## src/rtl/seg7_scan_reader_if.sv

```systemverilog
// seg7_scan_reader_if: seven-segment scan bus in, digit-change events and digit file out
interface seg7_scan_reader_if;
    logic [2:0]  seg7_sel;
    logic [6:0]  seg7_in;
    logic        dpt_in;
    logic        ev_ready;
    logic        ev_valid;
    logic [3:0]  ev_bcd;
    logic [2:0]  ev_pos;
    logic        ev_dpt;
    logic [31:0] digits_out;
    logic [7:0]  known_out;
    logic        err_out;
    logic        overrun_out;
    modport master (
        output seg7_sel, seg7_in, dpt_in, ev_ready,
        input  ev_valid, ev_bcd, ev_pos, ev_dpt, digits_out, known_out, err_out, overrun_out
    );
    modport slave (
        input  seg7_sel, seg7_in, dpt_in, ev_ready,
        output ev_valid, ev_bcd, ev_pos, ev_dpt, digits_out, known_out, err_out, overrun_out
    );
endinterface

```

## src/rtl/seg7_scan_reader.sv

```systemverilog
// seg7_scan_reader: debounces a multiplexed seven-segment bus, decodes it back to BCD and reports digit changes
module seg7_scan_reader #(
    parameter int STABLE_CYCLES = 4
) (
    input logic               clk_in,
    input logic               reset_n,
    seg7_scan_reader_if.slave bus
);
    typedef enum logic {TRACK, LOCKED} state_t;
    state_t      state_q, state_d;
    logic [10:0] s_q, s_d;
    logic [3:0]  cnt_q, cnt_d;
    logic [31:0] digits_q, digits_d;
    logic [7:0]  dp_q, dp_d, known_q, known_d;
    logic        ev_valid_q, ev_valid_d, ev_dpt_q, ev_dpt_d;
    logic [3:0]  ev_bcd_q, ev_bcd_d;
    logic [2:0]  ev_pos_q, ev_pos_d;
    logic        err_q, err_d, ovr_q, ovr_d;
    logic [10:0] t;
    logic        same, accept, dec_ok, ev_new;
    logic [3:0]  dec_bcd;
    logic [2:0]  pos;
    logic [6:0]  pat;
    logic        dpt;
    assign t    = {bus.seg7_sel, bus.seg7_in, bus.dpt_in};
    assign same = t == s_q;
    assign pos  = s_q[10:8];
    assign pat  = s_q[7:1];
    assign dpt  = s_q[0];
    // Decode the sampled abcdefg pattern back to a BCD digit
    always_comb begin
        dec_ok  = 1'b1;
        dec_bcd = 4'd0;
        case (pat)
            7'b1111110: dec_bcd = 4'd0;
            7'b0110000: dec_bcd = 4'd1;
            7'b1101101: dec_bcd = 4'd2;
            7'b1111001: dec_bcd = 4'd3;
            7'b0110011: dec_bcd = 4'd4;
            7'b1011011: dec_bcd = 4'd5;
            7'b1011111: dec_bcd = 4'd6;
            7'b1110000: dec_bcd = 4'd7;
            7'b1111111: dec_bcd = 4'd8;
            7'b1111011: dec_bcd = 4'd9;
            default:    dec_ok  = 1'b0;
        endcase
    end
    // Debounce FSM: accept once when the count reaches the threshold, then lock until the tuple changes
    always_comb begin
        state_d = state_q;
        accept  = 1'b0;
        s_d     = t;
        cnt_d   = same ? (cnt_q == 4'd15 ? cnt_q : cnt_q + 4'd1) : 4'd0;
        if (state_q == TRACK) begin
            if (same && cnt_q == 4'(STABLE_CYCLES)) begin
                accept  = 1'b1;
                state_d = LOCKED;
            end
        end else if (!same) begin
            state_d = TRACK;
        end
    end
    // Accept action on the digit file plus the one-entry event holding register
    always_comb begin
        digits_d   = digits_q;
        dp_d       = dp_q;
        known_d    = known_q;
        err_d      = err_q;
        ovr_d      = ovr_q;
        ev_new     = 1'b0;
        ev_valid_d = ev_valid_q && !bus.ev_ready;
        ev_bcd_d   = ev_bcd_q;
        ev_pos_d   = ev_pos_q;
        ev_dpt_d   = ev_dpt_q;
        if (accept && dec_ok) begin
            ev_new = !known_q[pos] || digits_q[pos*4 +: 4] != dec_bcd || dp_q[pos] != dpt;
            digits_d[pos*4 +: 4] = dec_bcd;
            dp_d[pos]            = dpt;
            known_d[pos]         = 1'b1;
        end else if (accept) begin
            known_d[pos] = 1'b0;
            err_d        = err_q || pat != 7'd0;
        end
        if (ev_new && (!ev_valid_q || bus.ev_ready)) begin
            ev_valid_d = 1'b1;
            ev_bcd_d   = dec_bcd;
            ev_pos_d   = pos;
            ev_dpt_d   = dpt;
        end else if (ev_new) begin
            ev_valid_d = 1'b1;
            ovr_d      = 1'b1;
        end
    end
    // State registers with asynchronous active-low clear
    always_ff @(posedge clk_in or negedge reset_n) begin
        if (!reset_n) begin
            state_q    <= TRACK;
            s_q        <= '0;
            cnt_q      <= '0;
            digits_q   <= '0;
            dp_q       <= '0;
            known_q    <= '0;
            ev_valid_q <= 1'b0;
            ev_bcd_q   <= '0;
            ev_pos_q   <= '0;
            ev_dpt_q   <= 1'b0;
            err_q      <= 1'b0;
            ovr_q      <= 1'b0;
        end else begin
            state_q    <= state_d;
            s_q        <= s_d;
            cnt_q      <= cnt_d;
            digits_q   <= digits_d;
            dp_q       <= dp_d;
            known_q    <= known_d;
            ev_valid_q <= ev_valid_d;
            ev_bcd_q   <= ev_bcd_d;
            ev_pos_q   <= ev_pos_d;
            ev_dpt_q   <= ev_dpt_d;
            err_q      <= err_d;
            ovr_q      <= ovr_d;
        end
    end
    assign bus.ev_valid    = ev_valid_q;
    assign bus.ev_bcd      = ev_bcd_q;
    assign bus.ev_pos      = ev_pos_q;
    assign bus.ev_dpt      = ev_dpt_q;
    assign bus.digits_out  = digits_q;
    assign bus.known_out   = known_q;
    assign bus.err_out     = err_q;
    assign bus.overrun_out = ovr_q;
endmodule

```

## src/flat_wrapper.sv

```systemverilog
// flat-port wrapper written by rule: the top's interface ports become plain ports
module seg7_scan_reader_flat 
#(
    parameter int STABLE_CYCLES = 4
)
  (clk_in, reset_n, bus_seg7_sel, bus_seg7_in, bus_dpt_in, bus_ev_ready, bus_ev_valid, bus_ev_bcd, bus_ev_pos, bus_ev_dpt, bus_digits_out, bus_known_out, bus_err_out, bus_overrun_out);
  seg7_scan_reader_if bus_i ();
  input logic clk_in;
  input logic reset_n;
  input wire logic [$bits(bus_i.seg7_sel)-1:0] bus_seg7_sel;
  input wire logic [$bits(bus_i.seg7_in)-1:0] bus_seg7_in;
  input wire logic [$bits(bus_i.dpt_in)-1:0] bus_dpt_in;
  input wire logic [$bits(bus_i.ev_ready)-1:0] bus_ev_ready;
  output wire logic [$bits(bus_i.ev_valid)-1:0] bus_ev_valid;
  output wire logic [$bits(bus_i.ev_bcd)-1:0] bus_ev_bcd;
  output wire logic [$bits(bus_i.ev_pos)-1:0] bus_ev_pos;
  output wire logic [$bits(bus_i.ev_dpt)-1:0] bus_ev_dpt;
  output wire logic [$bits(bus_i.digits_out)-1:0] bus_digits_out;
  output wire logic [$bits(bus_i.known_out)-1:0] bus_known_out;
  output wire logic [$bits(bus_i.err_out)-1:0] bus_err_out;
  output wire logic [$bits(bus_i.overrun_out)-1:0] bus_overrun_out;
  assign bus_i.seg7_sel = bus_seg7_sel;
  assign bus_i.seg7_in = bus_seg7_in;
  assign bus_i.dpt_in = bus_dpt_in;
  assign bus_i.ev_ready = bus_ev_ready;
  assign bus_ev_valid = bus_i.ev_valid;
  assign bus_ev_bcd = bus_i.ev_bcd;
  assign bus_ev_pos = bus_i.ev_pos;
  assign bus_ev_dpt = bus_i.ev_dpt;
  assign bus_digits_out = bus_i.digits_out;
  assign bus_known_out = bus_i.known_out;
  assign bus_err_out = bus_i.err_out;
  assign bus_overrun_out = bus_i.overrun_out;
  seg7_scan_reader #(.STABLE_CYCLES(STABLE_CYCLES)) u_core (.clk_in(clk_in), .reset_n(reset_n), .bus(bus_i));
endmodule
```

## config.mk

```make
export PLATFORM = sky130hd
export DESIGN_NAME = seg7_scan_reader_flat
export DESIGN_NICKNAME = d
export VERILOG_FILES = /design/src/rtl/seg7_scan_reader_if.sv /design/src/rtl/seg7_scan_reader.sv /design/src/flat_wrapper.sv
export SDC_FILE = /design/constraint.sdc
export NUM_CORES = 1
export LEC_CHECK = 0
export ABC_AREA = 0
export BUFFER_PORTS_ARGS = -buffer_cell sky130_fd_sc_hd__buf_2
export CORE_ASPECT_RATIO = 1.4
export CORE_MARGIN = 3
export CORE_UTILIZATION = 50
export CTS_CLUSTER_DIAMETER = 50
export DETAILED_ROUTE_END_ITERATION = 6
export GPL_ROUTABILITY_DRIVEN = 0
export PLACE_DENSITY = 0.7
export REMOVE_ABC_BUFFERS = 1
export SLEW_MARGIN = 40
export SYNTH_ARGS = -nofsm -noshare
export SYNTH_HDL_FRONTEND = slang
export SYNTH_SLANG_ARGS = --single-unit
```

## constraint.sdc

```tcl
create_clock -name clk_in -period 3.95 [get_ports clk_in]
set_input_delay 0.5925 -clock clk_in [delete_from_list [all_inputs] [get_ports clk_in]]
set_output_delay 0.5925 -clock clk_in [all_outputs]
set_load 0.1 [all_outputs]
```

Word-level counts from Yosys, hierarchy flattened
Cells that the tools add are included.
{ "word_totals": {"output_inout_bits": 51, "in_bits": 14, "word_cells": 78, "register_bits": 75} }
{ "op_classes": {"magnitude_cmp": 2, "n_eq_ne": 16, "shifts": 3, "reduce_logical": 17, "n_mux": 21, "bitwise": 5, "n_addsub": 2} }
{ "ops": {"columns": ["cell", "n"], "rows": [
  ["7-bit equality test, second input constant", 8],
  ["4-bit one-hot mux with 9 select lines", 1],
  ["5-bit negator with 34-bit output", 1],
  ["4-bit by 34-bit variable shift with 32-bit output, first input constant", 1],
  ["4-bit by 34-bit variable part select with 32-bit output", 1],
  ["32-bit bitwise mux", 1],
  ["32-bit by 6-bit variable part select with 4-bit output", 1],
  ["8-bit two-way mux", 2],
  ["7-bit by 6-bit equality test with 1-bit output, second input constant", 2],
  ["11-bit equality test", 1],
  ["1-bit two-way mux", 11],
  ["10-bit OR reduction", 1],
  ["8-bit bitwise AND", 1],
  ["8-bit bitwise mux", 1],
  ["4-bit two-way mux", 2],
  ["8-bit NOT", 1],
  ["8-bit bitwise OR", 1],
  ["7-bit nonzero test", 1],
  ["1-bit binary-select mux with 3-bit select", 2],
  ["1-bit logical AND", 5],
  ["4-bit by 1-bit adder with 4-bit output, second input constant", 1],
  ["4-bit by 3-bit equality test with 1-bit output, second input constant", 1],
  ["4-bit equality test, second input constant", 1],
  ["1-bit logical OR", 4],
  ["10 further kinds", 14]
]} }

Logic depth before layout (Yosys ltp)
Gate-level depths: netlist (run 1).
{ "logic_depth": {"word_depth": 9, "depth_mapped": 9, "mapped_depth_nobuf": 7} }

Worst setup path before layout (run 1)
No wires, ideal clock.
{ "synth_timing": {"path_type": "reg2reg", "start": "register u_core.digits_q[0] (netlist: u_core.bus.digits_out[0])", "end": "register u_core.ev_bcd_q[0] (netlist: u_core.bus.ev_bcd[0])", "slack_ns": 1.271, "period_less_slack_ns": 2.679, "t_arrival_ns": 2.554, "t_required_ns": 3.825, "path_stages_with_launch": 7, "path_cell_list": "dfrtp_1 -> o221ai_1 -> a221oi_1 -> xnor2_1 -> nor2_1 -> a311oi_4 -> mux2_2"} }
{ "synth_via": {"elab_chain_cells": 6} }
{ "synth_rtl": {"columns": ["item", "line", "source"], "rows": [
  ["start: declaration", "seg7_scan_reader.sv:13", "logic [31:0] digits_q, digits_d;"],
  ["start signal: assignment", "seg7_scan_reader.sv:113", "digits_q <= digits_d;"],
  ["32-bit by 6-bit variable part select with 4-bit output", "seg7_scan_reader.sv:76", "ev_new = !known_q[pos] || digits_q[pos*4 +: 4] != dec_bcd || dp_q[pos] != dpt;"],
  ["4-bit inequality test", "seg7_scan_reader.sv:76", null],
  ["1-bit logical OR (2 in a row)", "seg7_scan_reader.sv:76", null],
  ["1-bit two-way mux", "seg7_scan_reader.sv:75", "if (accept && dec_ok) begin"],
  ["1-bit logical AND", "seg7_scan_reader.sv:84", "if (ev_new && (!ev_valid_q || bus.ev_ready)) begin"],
  ["end signal: assignment", "seg7_scan_reader.sv:117", "ev_bcd_q <= ev_bcd_d;"],
  ["end: declaration", "seg7_scan_reader.sv:16", "logic [3:0] ev_bcd_q, ev_bcd_d;"]
]} }
Every way passes these cells.
A chain may end at the register's enable or synchronous reset.

Worst setup path in the final report (run 1)
{ "layout_timing": {"start": "register u_core.s_q[8]", "end": "register u_core.ev_bcd_q[3] (netlist: u_core.bus.ev_bcd[3])"} }
{ "layout_via": {"elab_chain_cells": 7} }
{ "layout_rtl": {"columns": ["item", "line", "source"], "rows": [
  ["start: declaration", "seg7_scan_reader.sv:11", "logic [10:0] s_q, s_d;"],
  ["start signal: assignment", "seg7_scan_reader.sv:98", "s_q <= '0;"],
  ["start signal: assignment", "seg7_scan_reader.sv:111", "s_q <= s_d;"],
  ["branches (longest 5 deep; another with 32-bit by 6-bit variable part select with 4-bit output)", null, null],
  ["1-bit two-way mux (*)", "seg7_scan_reader.sv:75", null],
  ["1-bit logical AND (*)", "seg7_scan_reader.sv:84", null]
]} }
Mark *: on every way between the ends. The select of a mux whose other input is x is not followed.

==> metrics.md, run 1 <==
| Metric | Value |
|---|---|
| GRT Util Overall | `0.219` |
| Final period util | `0.777` |
| Hold Crit Class | `primary input to async pin` |
| Count leader, synth | `dfrtp_1` |
| Syn Area/Cell | `11.2 sq um` |
| Startpoint types | `register` |
| FFs w/ async S/R, synth | `1.00` |
| Vias in the first global route | `2874` |
| Yosys reg bits | `75` |
| Final hold viol count | `0` |
| CP Data Required Time | `between 4000 and 5000 ps` |
| Worst vdd ir | `approximately 190 uV` |
| Synth top area cells | `dfrtp_1 (47%), mux2_2 (8.2%), mux2_4 (4.5%), mux2i_1 (3.0%), nor2_1 (2.7%)` |
| Worst R2R Setup Slack | `between 800 and 900 ps` |
| CTS Buffer Depth | `2` |
| CTS tree | `done` |
| First-pass GRT wire length | `15100 um` |
| DRC violations left | `0` |
| Min Tclk post-route | `3070 ps` |
| Nets | `433` |
| Seq pwr share | `0.569` |
| PwrDens | `309 nW/um^2` |
| Clk_skew | `~5.7 ps` |
| Core ar. | `between 7000 and 8000 sq um` |
| Overflow after GRT | `0` |
| Kind of critical path | `register to register` |
| First DRT Iteration DRCs | `218` |
| Clock Power Share | `0.356` |
| CP endpoint kind | `register` |
| Initial antenna violation count | `0` |
| Final setup vio count | `0` |
| Routed via count | `2898` |
| RSZ-0062 raised after global routing | `no` |
| Die Span Y | `roughly 110 um` |
| Power share of the combinational group | `0.075` |
| CP cell instances | `nand2b_1 -> o221ai_1 -> a221oi_1 -> xnor2_1 -> nor2_1 -> a311oi_4 -> mux2_2` |
| CTS buffer count | `9` |
| Share of cells above drive strength 1 | `0.343` |
| PortBufs | `64` |
| Clk Tree Root Cell | `clkbuf_8` |
| Maximum clock frequency | `0.326 GHz` |
| Largest net degree at the start of global routing | `76` |
| Post-synth cell types | `56` |
| Commonest cells post-synth | `dfrtp_1 (75), mux2_2 (29), nor2_1 (29), nand2_1 (18)` |
| Yosys warning total | `0` |
| Slew headroom | `0.490` |
| Reg-to-reg endpoint | `u_core.bus.ev_bcd[3]` |
| # clock sinks | `75` |
| Starting Density | `0.528` |
| Post-Layout Cell Count | `514` |
| Design Power | `1.39 mW` |
| Final Util | `0.598` |
| Clock latency on the worst-skew pair | `~350 ps` |
| Seq/Total Area, Yosys | `0.471` |
| Post-route ant nets | `0` |
| Iteration count of the initial detailed-routing pass | `4` |
| Static Leak | `2.26 nW` |
| Hold buffers post-CTS | `0` |
| Synth top area share | `0.471` |
| Post-CTS Resized | `0` |
| R2r worst-path depth | `7` |
| Mapped cell area | `3980 sq um` |
| Worst-path clk slew | `around 70 ps` |
| Vias/cell | `between 5 and 6` |
| Max Cap Viol | `0` |
| Area of the die | `9080 sq um` |
| Slew Limit Fails | `0` |
| Dpl cells | `roughly 500` |
| Die X | `between 80 and 90 um` |
| Worst-path fanout max | `26` |
| Internal power | `slightly above 1 mW` |
| Synth area leader | `dfrtp_1` |
| Ant. Diodes | `0` |
| # rows | `37` |
| Cell count after synthesis | `354` |
| WL final | `about 9400 um` |
| Post-CTS setup buffer count | `0` |
| Status | `completed` |
| EDFF count, synth | `0` |
| Main synth FF type | `dfrtp_1` |
| RR Startpoint | `u_core.s_q[8]` |
| IO Count | `65` |
| Largest stage delay, worst path | `840 ps` |
| Avg WL per Cell | `18.2 um` |
| Sw frac | `0.255` |
| Slowest stage cell, crit path | `dfrtp_1` |
| Worst EP arrival | `3300 ps` |
| Setup TNS | `0 ps` |
| Sw power | `~360 uW` |
| DP HPWL | `7010 um` |
| Crit. Startpoint | `u_core.s_q[8]` |
| H-Tree Depth | `3` |
| Pin slew with the least headroom to its limit | `766 ps` |
| Area growth syn-to-layout | `13.3%` |
==> kinds of logic (layout without fill, tap and decap cells) <==
group	Yosys count	after routing	share of synthesized area
simple gates	113	113	0.167
fa+ha+maj	7	7	0.0220
xor+xnor	18	18	0.0396
compound gates	52	52	0.0962
mux	55	55	0.166
flops	75	75	0.471
buf+inv	34	97	0.0377
==> worst max path at each step <==
stage	to	slack (ps)
floorplan	u_core.bus.ev_bcd[0]	980
global placement	u_core.bus.ev_pos[1]	930
detailed placement	u_core.bus.ev_bcd[3]	880
CTS	u_core.bus.ev_bcd[3]	850
global route	u_core.bus.ev_pos[2]	680
finish	u_core.bus.ev_bcd[3]	880
==> per-layer routing <==
metal	wire length [um]	vias up	track usage
li1	-	1384	-
met2	5020	70	0.375
met3	420	13	0.0469
met1	3800	1431	0.268
met5	0	-	0
met4	138	0	0.0710
==> per-stage QoR <==
step	instance area (sq um)	hold WS, ps	worst slack (ps)
6_report	4510	260	883
5_1_grt	4510	306	682
4_1_cts	4500	286	853
3_5_place_dp	4350	441	881
3_3_place_gp	4350	435	933
2_1_floorplan	3890	297	981
==> layout by cell type, fill, tap and decap left out, types with 3 or more instances in the layout <==
| cell type | n |
|---|---|
| nand2_1 | 18 |
| clkinv_2 | 3 |
| mux2_4 | 12 |
| dfrtp_1 | 75 |
| a31oi_1 | 3 |
| or3_1 | 4 |
| o22ai_1 | 6 |
| nor3_1 | 4 |
| xnor2_1 | 6 |
| nor4_1 | 4 |
| nand2b_1 | 5 |
| or2_2 | 9 |
| clkbuf_1 | 4 |
| mux2i_1 | 12 |
| o21ai_0 | 14 |
| o221ai_1 | 6 |
| clkbuf_8 | 9 |
| nor3b_1 | 4 |
| nor2_1 | 29 |
| nand3_1 | 14 |
| ha_1 | 7 |
| xor2_1 | 12 |
| mux2_2 | 29 |
| inv_1 | 14 |
| nand2_4 | 3 |
| o32ai_1 | 4 |
| buf_2 | 63 |
| a21oi_1 | 5 |
==> worst max-delay path: cells and delay by family, from the launching register on <==
family	cells	cell delay, ps
AO/OA/AOI/OAI	3	1050
XOR/XNOR	1	160
multiplexers	1	400
flip-flops	1	840
AND/OR/NAND/NOR	2	480
==> layout make-up <==
cell class,count,area [sq um]
Clock inverter,3,15.0
Clock buffer,13,139
Multi-Input combinational cell,245,1960
Tap cell,97,121
Fill cell,640,3040
Inverter,15,56.3
Timing Repair Buffer,66,342
Sequential cell,75,1880
==> power groups by stage <==
| stage | registers, mW | logic (mW) | clock network, mW |
|---|---|---|---|
| detailed placement | 0.808 | 0.106 | 0 |
| floorplan | 0.805 | 0.0626 | 0 |
| global route | 0.795 | 0.118 | 0.540 |
| finish | 0.793 | 0.105 | 0.496 |
| global placement | 0.807 | 0.104 | 0 |
| CTS | 0.793 | 0.106 | 0.501 |
No activity file was read; power rests on OpenSTA's default activity.
==> run 2: changes to the inputs <==
==> constraint.sdc (replaced) <==
create_clock -name clk_in -period 3.2 [get_ports clk_in]
set_input_delay 0.48 -clock clk_in [delete_from_list [all_inputs] [get_ports clk_in]]
set_output_delay 0.48 -clock clk_in [all_outputs]
set_load 0.1 [all_outputs]
==> run 2 against run 1 <==
Net effect:
- core utilization increased by 1.6 points
- critical path depth unchanged
- via count increased by 3.1%
- maximum frequency increased by 9.4%
- largest power group unchanged
- non-clock buffer count increased by 8
- sequential power increased by 23%
- cell count increased by 1.6%
==> metrics.md, run 2 (synthesized netlist as in run 1, its figures left out) <==
| Metric | Value |
|---|---|
| IO Count | `65 (unchanged)` |
| Final instance area | `4630 sq um (was 4510 sq um)` |
| Slew headroom | `0.557 (was 0.490)` |
| Worst-path fanout max | `13 (was 26)` |
| Static Leak | `2.32 nW (was 2.26 nW)` |
| PwrDens | `410 nW/um^2 (was 309 nW/um^2)` |
| Maximum clock frequency | `0.357 GHz (was 0.326 GHz)` |
| Hold buffers post-CTS | `0 (unchanged)` |
| Final setup vio count | `0 (unchanged)` |
| CP cell instances | `or4_4 -> o21ai_1 -> a31oi_1 -> a211o_4 -> nor3b_4 -> nand2_4 -> mux2_4 (was nand2b_1 -> o221ai_1 -> a221oi_1 -> xnor2_1 -> nor2_1 -> a311oi_4 -> mux2_2)` |
| Pin slew with the least headroom to its limit | `665 ps (was 766 ps)` |
| Ant. Diodes | `0 (unchanged)` |
| Final hold viol count | `0 (unchanged)` |
| PortBufs | `64 (unchanged)` |
| WL final | `9540 um (was 9380 um)` |
| Largest stage delay, worst path | `610 ps (was 840 ps)` |
| Min Tclk post-route | `2800 ps (was 3070 ps)` |
| GRT Util Overall | `0.228 (was 0.219)` |
| Largest net degree at the start of global routing | `76 (unchanged)` |
| H-Tree Depth | `3 (unchanged)` |
| CTS Buffer Depth | `2 (unchanged)` |
| Pre-CTS WS | `416 ps (was 881 ps)` |
| Nets | `441 (was 433)` |
| Vias in the first global route | `3112 (was 2874)` |
| Design Power | `1.90 mW (was 1.39 mW)` |
| Max Cap Viol | `0 (unchanged)` |
| Final setup margin | `397 ps (was 883 ps)` |
| Most frequent cells in the layout | `dfrtp_1 (75), buf_2 (63), nor2_1 (29), mux2_2 (29), nand2_1 (18) (unchanged)` |
| CP top delay family | `simple AND/OR/NAND/NOR gates (was compound AO/OA/AOI/OAI gates)` |
| CP endpoint kind | `register (unchanged)` |
| Slowest stage cell, crit path | `or4_4 (was dfrtp_1)` |
| Worst EP arrival | `3030 ps (was 3300 ps)` |
| Area of the die | `9080 sq um (unchanged)` |
| Share of cells above drive strength 1 | `0.360 (was 0.343)` |
| # clock sinks | `75 (unchanged)` |
| Post-CTS setup buffer count | `0 (unchanged)` |
| Avg WL per Cell | `18.3 um (was 18.2 um)` |
| Kind of critical path | `register to register (unchanged)` |
| Slew Limit Fails | `0 (unchanged)` |
| First-pass GRT wire length | `15800 um (was 15100 um)` |
| Setup TNS | `0 ps (unchanged)` |
| Final period util | `0.876 (was 0.777)` |
| Commonest non-fill, non-tap cell in the layout | `dfrtp_1 (unchanged)` |
| Core ar. | `7550 sq um (unchanged)` |
| First DRT Iteration DRCs | `192 (was 218)` |
| Clk Tree Root Cell | `clkbuf_8 (unchanged)` |
| Storage element area | `1880 sq um (unchanged)` |
| Worst-path clk slew | `80 ps (was 70 ps)` |
| Area of the multi-input gates | `1950 sq um (was 1960 sq um)` |
| Startpoint types | `register (unchanged)` |
| Post-CTS Resized | `0 (unchanged)` |
| DRC violations left | `0 (unchanged)` |
| Vias/cell | `5.73 (was 5.64)` |
| Die X | `81.4 um (unchanged)` |
| Clock latency on the worst-skew pair | `350 ps (about the same)` |
| CP Data Required Time | `3430 ps (was 4190 ps)` |
| Clk_skew | `9.14 ps (was 5.74 ps)` |
| Fillers | `633 (was 640)` |
| Routed via count | `2989 (was 2898)` |
| RR Startpoint | `u_core.s_q[2] (was u_core.s_q[8])` |
| Iteration count of the initial detailed-routing pass | `4 (unchanged)` |
| Post-DP Area | `4420 sq um (was 4350 sq um)` |
| Starting Density | `0.528 (unchanged)` |
| Overflow after GRT | `0 (unchanged)` |
| Post-route ant nets | `0 (unchanged)` |
| Status | `completed (unchanged)` |
| Area growth syn-to-layout | `16.3% (was 13.3%)` |
| # rows | `37 (unchanged)` |
| CTS buffer count | `9 (unchanged)` |
| DP HPWL | `7170 um (was 7010 um)` |
| Crit. Startpoint | `u_core.s_q[2] (was u_core.s_q[8])` |
| Worst vdd ir | `271 uV (was 190 uV)` |
| RSZ-0062 raised after global routing | `no (unchanged)` |
| Hold Crit Class | `primary input to async pin (unchanged)` |
| Die Span Y | `112 um (unchanged)` |
| CTS tree | `done (unchanged)` |
| Bufs and invs on worst path | `0 (unchanged)` |
| Initial antenna violation count | `0 (unchanged)` |
[run 2: changes by cell type in the layout (fill, tap and decap cells not counted)]
| cell | before | now |
|---|---|---|
| nor3_2 | 1 | 2 |
| buf_4 | 2 | 9 |
| bufinv_16 | 0 | 2 |
| clkinvlp_4 | 0 | 1 |
| clkinv_2 | 3 | 2 |
| nor3_4 | 1 | 0 |
| clkbuf_1 | 4 | 2 |
| buf_12 | 0 | 1 |
[run 2: final cells by class]
class,instances,share of cell area
multi-input cells,245,0.422
flip-flops and latches,75,0.405
clock inverters,5,0.0167
well taps,97,0.0262
inverters,15,0.0122
clock buffers,11,0.0284
repair buffers,74,0.0894
[run 2: final timing paths]
kind / endpoint / slack, ps / cells after the start
worst max-delay path: u_core.bus.digits_out[22] / 400 / 7
worst min-delay path: async pin / 150 / 1
worst max register to register: u_core.bus.digits_out[22] / 400 / 7
worst min register to register: u_core.bus.overrun_out / 450 / 1
max in group asynchronous: u_core.bus.digits_out[24] / 2600 / 1
min in group clk_in: u_core.s_q[6] / 260 / 1
[run 2: per-layer routing]
metal	part of all wire	vias to the layer above	wire (um)	GRT usage
met4	0.029	0	272	0.0891
met1	0.39	1480	3760	0.277
met5	0	-	0	0
li1	-	1400	-	-
met3	0.052	20	498	0.0485
met2	0.52	89	5010	0.386
[run 2: report_power, final]
| group | switching (mW) | internal (mW) |
|---|---|---|
| Clock | 0.346 | 0.437 |
| Combinational | 0.0895 | 0.0537 |
| Sequential | 0.0198 | 0.954 |
[run 2: stage by stage]
stage                      util  cells  hold WS, ps
after detailed placement  0.586    506          439
final                     0.614    522          148
after CTS                 0.614    522          173
after floorplan               -    335          184
after global routing      0.614    522          189
after global placement    0.586    506          435
[run 2: worst reg2reg max path: stages (launching register included)]
cell and delay [ps]:
dfrtp_1 510, or4_4 610, o21ai_1 140, a31oi_1 110
a211o_4 470, nor3b_4 400, nand2_4 140, mux2_4 320
